[config.mk]
export PLATFORM = sky130hd
export DESIGN_NAME = axis_volume_ctrl
export DESIGN_NICKNAME = d
export VERILOG_FILES = /design/src/rtl/audio_pkg.sv /design/src/rtl/axis_pipe_reg.sv /design/src/rtl/axis_volume_ctrl.sv
export SDC_FILE = /design/constraint.sdc
export NUM_CORES = 1
export LEC_CHECK = 0
export ABC_AREA = 0
export CAP_MARGIN = 5
export CELL_PAD_IN_SITES_DETAIL_PLACEMENT = 0
export CELL_PAD_IN_SITES_GLOBAL_PLACEMENT = 1
export CORE_ASPECT_RATIO = 1.75
export CORE_UTILIZATION = 50
export DETAILED_ROUTE_END_ITERATION = 6
export MAX_ROUTING_LAYER = met4
export PLACE_DENSITY = 0.84
export SLEW_MARGIN = 20
export SYNTH_ARGS = -nofsm -noshare
export SYNTH_HDL_FRONTEND = slang
export SYNTH_HIERARCHICAL = 1
export SYNTH_SLANG_ARGS = --single-unit
[constraint.sdc]
create_clock -name clk_i -period 13.19 [get_ports clk_i]
set_clock_uncertainty 0.15 [all_clocks]
set_input_delay 2.638 -clock clk_i [delete_from_list [all_inputs] [get_ports clk_i]]
set_output_delay 2.638 -clock clk_i [all_outputs]
set_load 0.05 [all_outputs]
[src/rtl/audio_pkg.sv]
// rtl/audio_pkg.sv - shared audio sample/volume types and constants
package audio_pkg;

    localparam int SAMPLE_W  = 24;
    localparam int VOL_W     = 4;
    localparam int VOL_UNITY = 8;

    typedef logic signed [SAMPLE_W-1:0] sample_t;
    typedef logic [VOL_W-1:0]           vol_t;

    localparam sample_t SAMPLE_MAX = 24'sh7FFFFF;
    localparam sample_t SAMPLE_MIN = 24'sh800000;

endpackage

[src/rtl/axis_pipe_reg.sv]
// rtl/axis_pipe_reg.sv - one elastic register stage with ready chaining
module axis_pipe_reg #(
    parameter int W = 8
) (
    input  logic         clk,
    input  logic         rst,
    input  logic [W-1:0] s_tdata,
    input  logic         s_tvalid,
    input  logic         s_tlast,
    output logic         s_tready,
    output logic [W-1:0] m_tdata,
    output logic         m_tvalid,
    output logic         m_tlast,
    input  logic         m_tready
);

    // Load whenever the stage is empty or its content is taken this cycle.
    assign s_tready = !m_tvalid || m_tready;

    always_ff @(posedge clk or posedge rst) begin
        if (rst) begin
            m_tvalid <= 1'b0;
            m_tdata  <= '0;
            m_tlast  <= 1'b0;
        end else if (s_tready) begin
            m_tvalid <= s_tvalid;
            if (s_tvalid) begin
                m_tdata <= s_tdata;
                m_tlast <= s_tlast;
            end
        end
    end

endmodule

[src/rtl/axis_volume_ctrl.sv]
// rtl/axis_volume_ctrl.sv - frame-gated volume/mute gain stage with saturation and clip hold
module axis_volume_ctrl
    import audio_pkg::*;
#(
    parameter int WIDTH_P     = 24,
    parameter int VOL_W_P     = 4,
    parameter int VOL_RESET_P = VOL_UNITY,
    parameter int SHIFT_P     = 3,
    parameter int CLIP_HOLD_P = 4096
) (
    input  logic               clk_i,
    input  logic               reset_i,
    input  logic               vol_up_i,
    input  logic               vol_down_i,
    input  logic               mute_i,
    input  logic [WIDTH_P-1:0] s_data_i,
    input  logic               s_valid_i,
    input  logic               s_last_i,
    output logic               s_ready_o,
    output logic [WIDTH_P-1:0] m_data_o,
    output logic               m_valid_o,
    output logic               m_last_o,
    input  logic               m_ready_i,
    output logic [VOL_W_P-1:0] vol_o,
    output logic               mute_o,
    output logic               clip_o
);

    localparam int PW = WIDTH_P + VOL_W_P + 1;
    localparam int CW = $clog2(CLIP_HOLD_P + 1);

    logic [VOL_W_P-1:0]   vol_pend, vol_active;
    logic                 mute_pend, mute_active, frame_busy;
    logic                 in_xfer, out_xfer, gate_load;
    logic signed [PW-1:0] data_ext, vol_ext, product, s1_data, shifted;
    logic                 s1_valid, s1_last, s1_ready;
    logic [WIDTH_P-1:0]   sat;
    logic                 sat_clip, fits;
    logic [WIDTH_P:0]     s2_data;
    logic [CW-1:0]        clip_cnt;

    assign in_xfer  = s_valid_i & s_ready_o;
    assign out_xfer = m_valid_o & m_ready_i;
    // An L sample opening a frame must not see a gain change, so L and R share one gain.
    assign gate_load = in_xfer ? s_last_i : !frame_busy;

    always_ff @(posedge clk_i or posedge reset_i) begin
        if (reset_i) begin
            vol_pend    <= VOL_W_P'(VOL_RESET_P);
            vol_active  <= VOL_W_P'(VOL_RESET_P);
            mute_pend   <= 1'b0;
            mute_active <= 1'b0;
            frame_busy  <= 1'b0;
        end else begin
            if (vol_up_i && !vol_down_i && vol_pend != '1)
                vol_pend <= vol_pend + VOL_W_P'(1);
            else if (vol_down_i && !vol_up_i && vol_pend != '0)
                vol_pend <= vol_pend - VOL_W_P'(1);
            if (mute_i)
                mute_pend <= !mute_pend;
            if (in_xfer)
                frame_busy <= !s_last_i;
            if (gate_load) begin
                vol_active  <= vol_pend;
                mute_active <= mute_pend;
            end
        end
    end

    assign data_ext = {{(VOL_W_P+1){s_data_i[WIDTH_P-1]}}, s_data_i};
    assign vol_ext  = {{(WIDTH_P+1){1'b0}}, vol_active};
    assign product  = mute_active ? '0 : data_ext * vol_ext;

    axis_pipe_reg #(.W(PW)) u_s1 (
        .clk      (clk_i),
        .rst      (reset_i),
        .s_tdata  (product),
        .s_tvalid (s_valid_i),
        .s_tlast  (s_last_i),
        .s_tready (s_ready_o),
        .m_tdata  (s1_data),
        .m_tvalid (s1_valid),
        .m_tlast  (s1_last),
        .m_tready (s1_ready)
    );

    // Result fits in WIDTH_P bits when every bit above the sample sign bit matches it.
    assign shifted = s1_data >>> SHIFT_P;
    assign fits    = shifted[PW-1:WIDTH_P-1] == {(PW-WIDTH_P+1){shifted[PW-1]}};

    always_comb begin
        sat      = shifted[WIDTH_P-1:0];
        sat_clip = 1'b0;
        if (!fits) begin
            sat_clip = 1'b1;
            sat      = shifted[PW-1] ? {1'b1, {(WIDTH_P-1){1'b0}}}
                                     : {1'b0, {(WIDTH_P-1){1'b1}}};
        end
    end

    axis_pipe_reg #(.W(WIDTH_P+1)) u_s2 (
        .clk      (clk_i),
        .rst      (reset_i),
        .s_tdata  ({sat_clip, sat}),
        .s_tvalid (s1_valid),
        .s_tlast  (s1_last),
        .s_tready (s1_ready),
        .m_tdata  (s2_data),
        .m_tvalid (m_valid_o),
        .m_tlast  (m_last_o),
        .m_tready (m_ready_i)
    );

    assign m_data_o = s2_data[WIDTH_P-1:0];

    always_ff @(posedge clk_i or posedge reset_i) begin
        if (reset_i) begin
            clip_o   <= 1'b0;
            clip_cnt <= '0;
        end else if (out_xfer && s2_data[WIDTH_P]) begin
            clip_o   <= 1'b1;
            clip_cnt <= CW'(CLIP_HOLD_P - 1);
        end else if (clip_o) begin
            if (clip_cnt == '0)
                clip_o <= 1'b0;
            else
                clip_cnt <= clip_cnt - CW'(1);
        end
    end

    assign vol_o  = vol_active;
    assign mute_o = mute_active;

endmodule

==> results.ini <==
[run_status]
outcome = completed

[floorplanning]
io-pin-count = 65
design.die.area_mm2 = 0.0152
die_width_um = 93.6
rows = 58
floorplan_die_height_um = 162
initial_core_util = 0.511
core-area_mm2 = 0.0144

[finish]
final_util = 0.581
final_common_cell = sky130_fd_sc_hd__nand2_1
final_design_area_no_fill_mm2 = 0.00834
area_used_by_multi_input_combinational_logic_mm2 = 0.00473
design.final.nets = 934
layout_filler_cell_count = 1301
final-seq-area_mm2 = 0.00200
final_layout_size_suffix_gt1_frac = 0.121
final_cell_mix = sky130_fd_sc_hd__nand2_1 (107), sky130_fd_sc_hd__inv_1 (101), sky130_fd_sc_hd__dfrtp_1 (78)
flow.area_growth_from_synthesis_pct = 13.7
antenna_cells = 0

[synth]
ys.warnings.count = 6
syn-instance-count = 775
synth_nets = 890
postSynthAreaPerCell_um2 = 9.47
syn-cell-area_mm2 = 0.00734

[global_route]
grt_antenna_before_repair = 0
first_global_vias = 5596
grt_start_max_net_pins = 38
globalRouteOverflowTotal = 0
grt_use_total = 0.213
grt_first_pass_wirelength_um = 25400

[timing]
worst_slew_margin_rel = 0.382
final_hold_violation_count = 0
period_minus_slack_ns = 7.03
timing_worst_slew_pin_value_ns = 0.921
report.final.setup_viol = 0
setup_repair_after_global_routing_missed_its_margin = no
setup_ws_ns = 6.16
finalSetupTns_ns = 0
finalMaxSlewViolations = 0
final_clock_period_utilization_by_the_worst_path = 0.533
timing.fmax_ghz = 0.142

[critical_path]
criticalPathCategory = in2out
critical_path.n_buffers_inverters = 2
critical_path.top_delay_family = buffers and inverters
setup.worst_path.end_class = output pin
critical-path-max-stage-delay_ns = 0.80
timing.critical_path.required_ns = 10.40
worstSetupStartpointType = primary input
cp_data_arrival_time_ns = 4.24
critical_path.max_fanout = 4
timing.critical_path.slowest_stage_cell = sky130_fd_sc_hd__clkdlybuf4s50_1
reg2regPathDepth = 12
crit-reg2reg-capture = u_s1/m_tdata[26]$_DFFE_PP0P_
reg2reg_slack_ns = 8.48
worstPathCellList = clkdlybuf4s50_1 -> nand2b_4 -> nand2b_4 -> clkdlybuf4s50_1
rr_startpoint = vol_o[2]$_DFFE_PP0P_

[min_path]
min_delay_worst_endpoint = mute_pend$_DFFE_PP0P_
hp-class = reg2reg
hold_path_startpoint = mute_pend$_DFFE_PP0P_
worstHoldPathCells = 1

[clock_network]
tritoncts.num_buffers = 9
cts.clk_slew.worst_paths_ns = 0.06
clk_path_buf_depth = 2
cts.repair_timing.setup_buffer_count = 0
cts.repair.resized = 0
tritoncts_num_sinks = 80
clock_tree.root_cell = sky130_fd_sc_hd__clkbuf_16
clock_latency_ns = 0.33
cts_tree = done
post_cts_hold_buffer_count = 0
htree_levels = 3

[placed_design]
place.detailed.hpwl_um = 11500
post-place-ws_ns = 6.16
globalplace.congestion = 0.848
placed_cell_area_mm2 = 0.00801
port-buffer-count = 64

[job]
max_cap_viol_count = 0

[route]
num_vias = 5279
drt_iter0_markers = 199
wl_per_cell_um = 14.0
post_dr_vias_cell = 5.26
drc_violations = 0
antenna_viol_nets_final = 0
routed_wl_um = 14100
drtPass1Iterations = 4

## sequential cells by signal, summed over array words and instances (netlist names)
signal and count:
u_s1/m_tdata 26, u_s2/m_tdata 25, clip_cnt 13, vol_o 4, vol_pend 4, clip_o 1, frame_busy 1, mute_o 1
mute_pend 1, u_s1/m_tlast 1, u_s1/m_tvalid 1, u_s2/m_tlast 1, u_s2/m_tvalid 1
## how the worst max path moves through the flow
stage                       from                      endpoint  cells after the start
floorplan           s_data_i[18]  u_s1/m_tdata[26]$_DFFE_PP0P_                     14
global placement       m_ready_i                     s_ready_o                      4
detailed placement     m_ready_i                     s_ready_o                      4
CTS                    m_ready_i                     s_ready_o                      4
global route           m_ready_i                     s_ready_o                      4
finish                 m_ready_i                     s_ready_o                      4
## routing by layer
layer | global-route usage | part of all wire | vias up
met2 | 0.391 | 0.54 | 79
met1 | 0.241 | 0.42 | 2564
li1 | - | - | 2616
met4 | 0.0692 | 0.018 | 0
met3 | 0.0164 | 0.021 | 20
met5 | - | 0 | -
## per-stage QoR
step           hold WS (ns)  cells
5_1_grt               0.351   1004
2_1_floorplan         0.286    775
3_5_place_dp          0.313    988
3_3_place_gp          0.315    988
4_1_cts               0.325   1004
6_report              0.325   1004
## cell type report
cell class                 count  area share
multi-input combinational    558       0.567
sequential                    80       0.240
clock buffer                  14      0.0328
tap                          180      0.0270
timing repair buffer          66      0.0786
inverter                     104      0.0468
clock inverter                 2     0.00720
## worst reg2reg max path, stage by stage, from the launching register on
cell and delay [ns]:
sky130_fd_sc_hd__dfrtp_1 0.77, sky130_fd_sc_hd__nand2_1 0.17, sky130_fd_sc_hd__fa_1 0.52, sky130_fd_sc_hd__fa_1 0.55, sky130_fd_sc_hd__inv_1 0.07, sky130_fd_sc_hd__fa_1 0.47, sky130_fd_sc_hd__a211oi_1 0.30, sky130_fd_sc_hd__o211ai_1 0.18
sky130_fd_sc_hd__a31oi_2 0.43, sky130_fd_sc_hd__a21oi_2 0.14, sky130_fd_sc_hd__o31ai_2 0.24, sky130_fd_sc_hd__mux2_2 0.35, sky130_fd_sc_hd__mux2_4 0.26
Power is not shown: default switching activity piles up to over one toggle a cycle in this logic, so the estimate is an artifact.
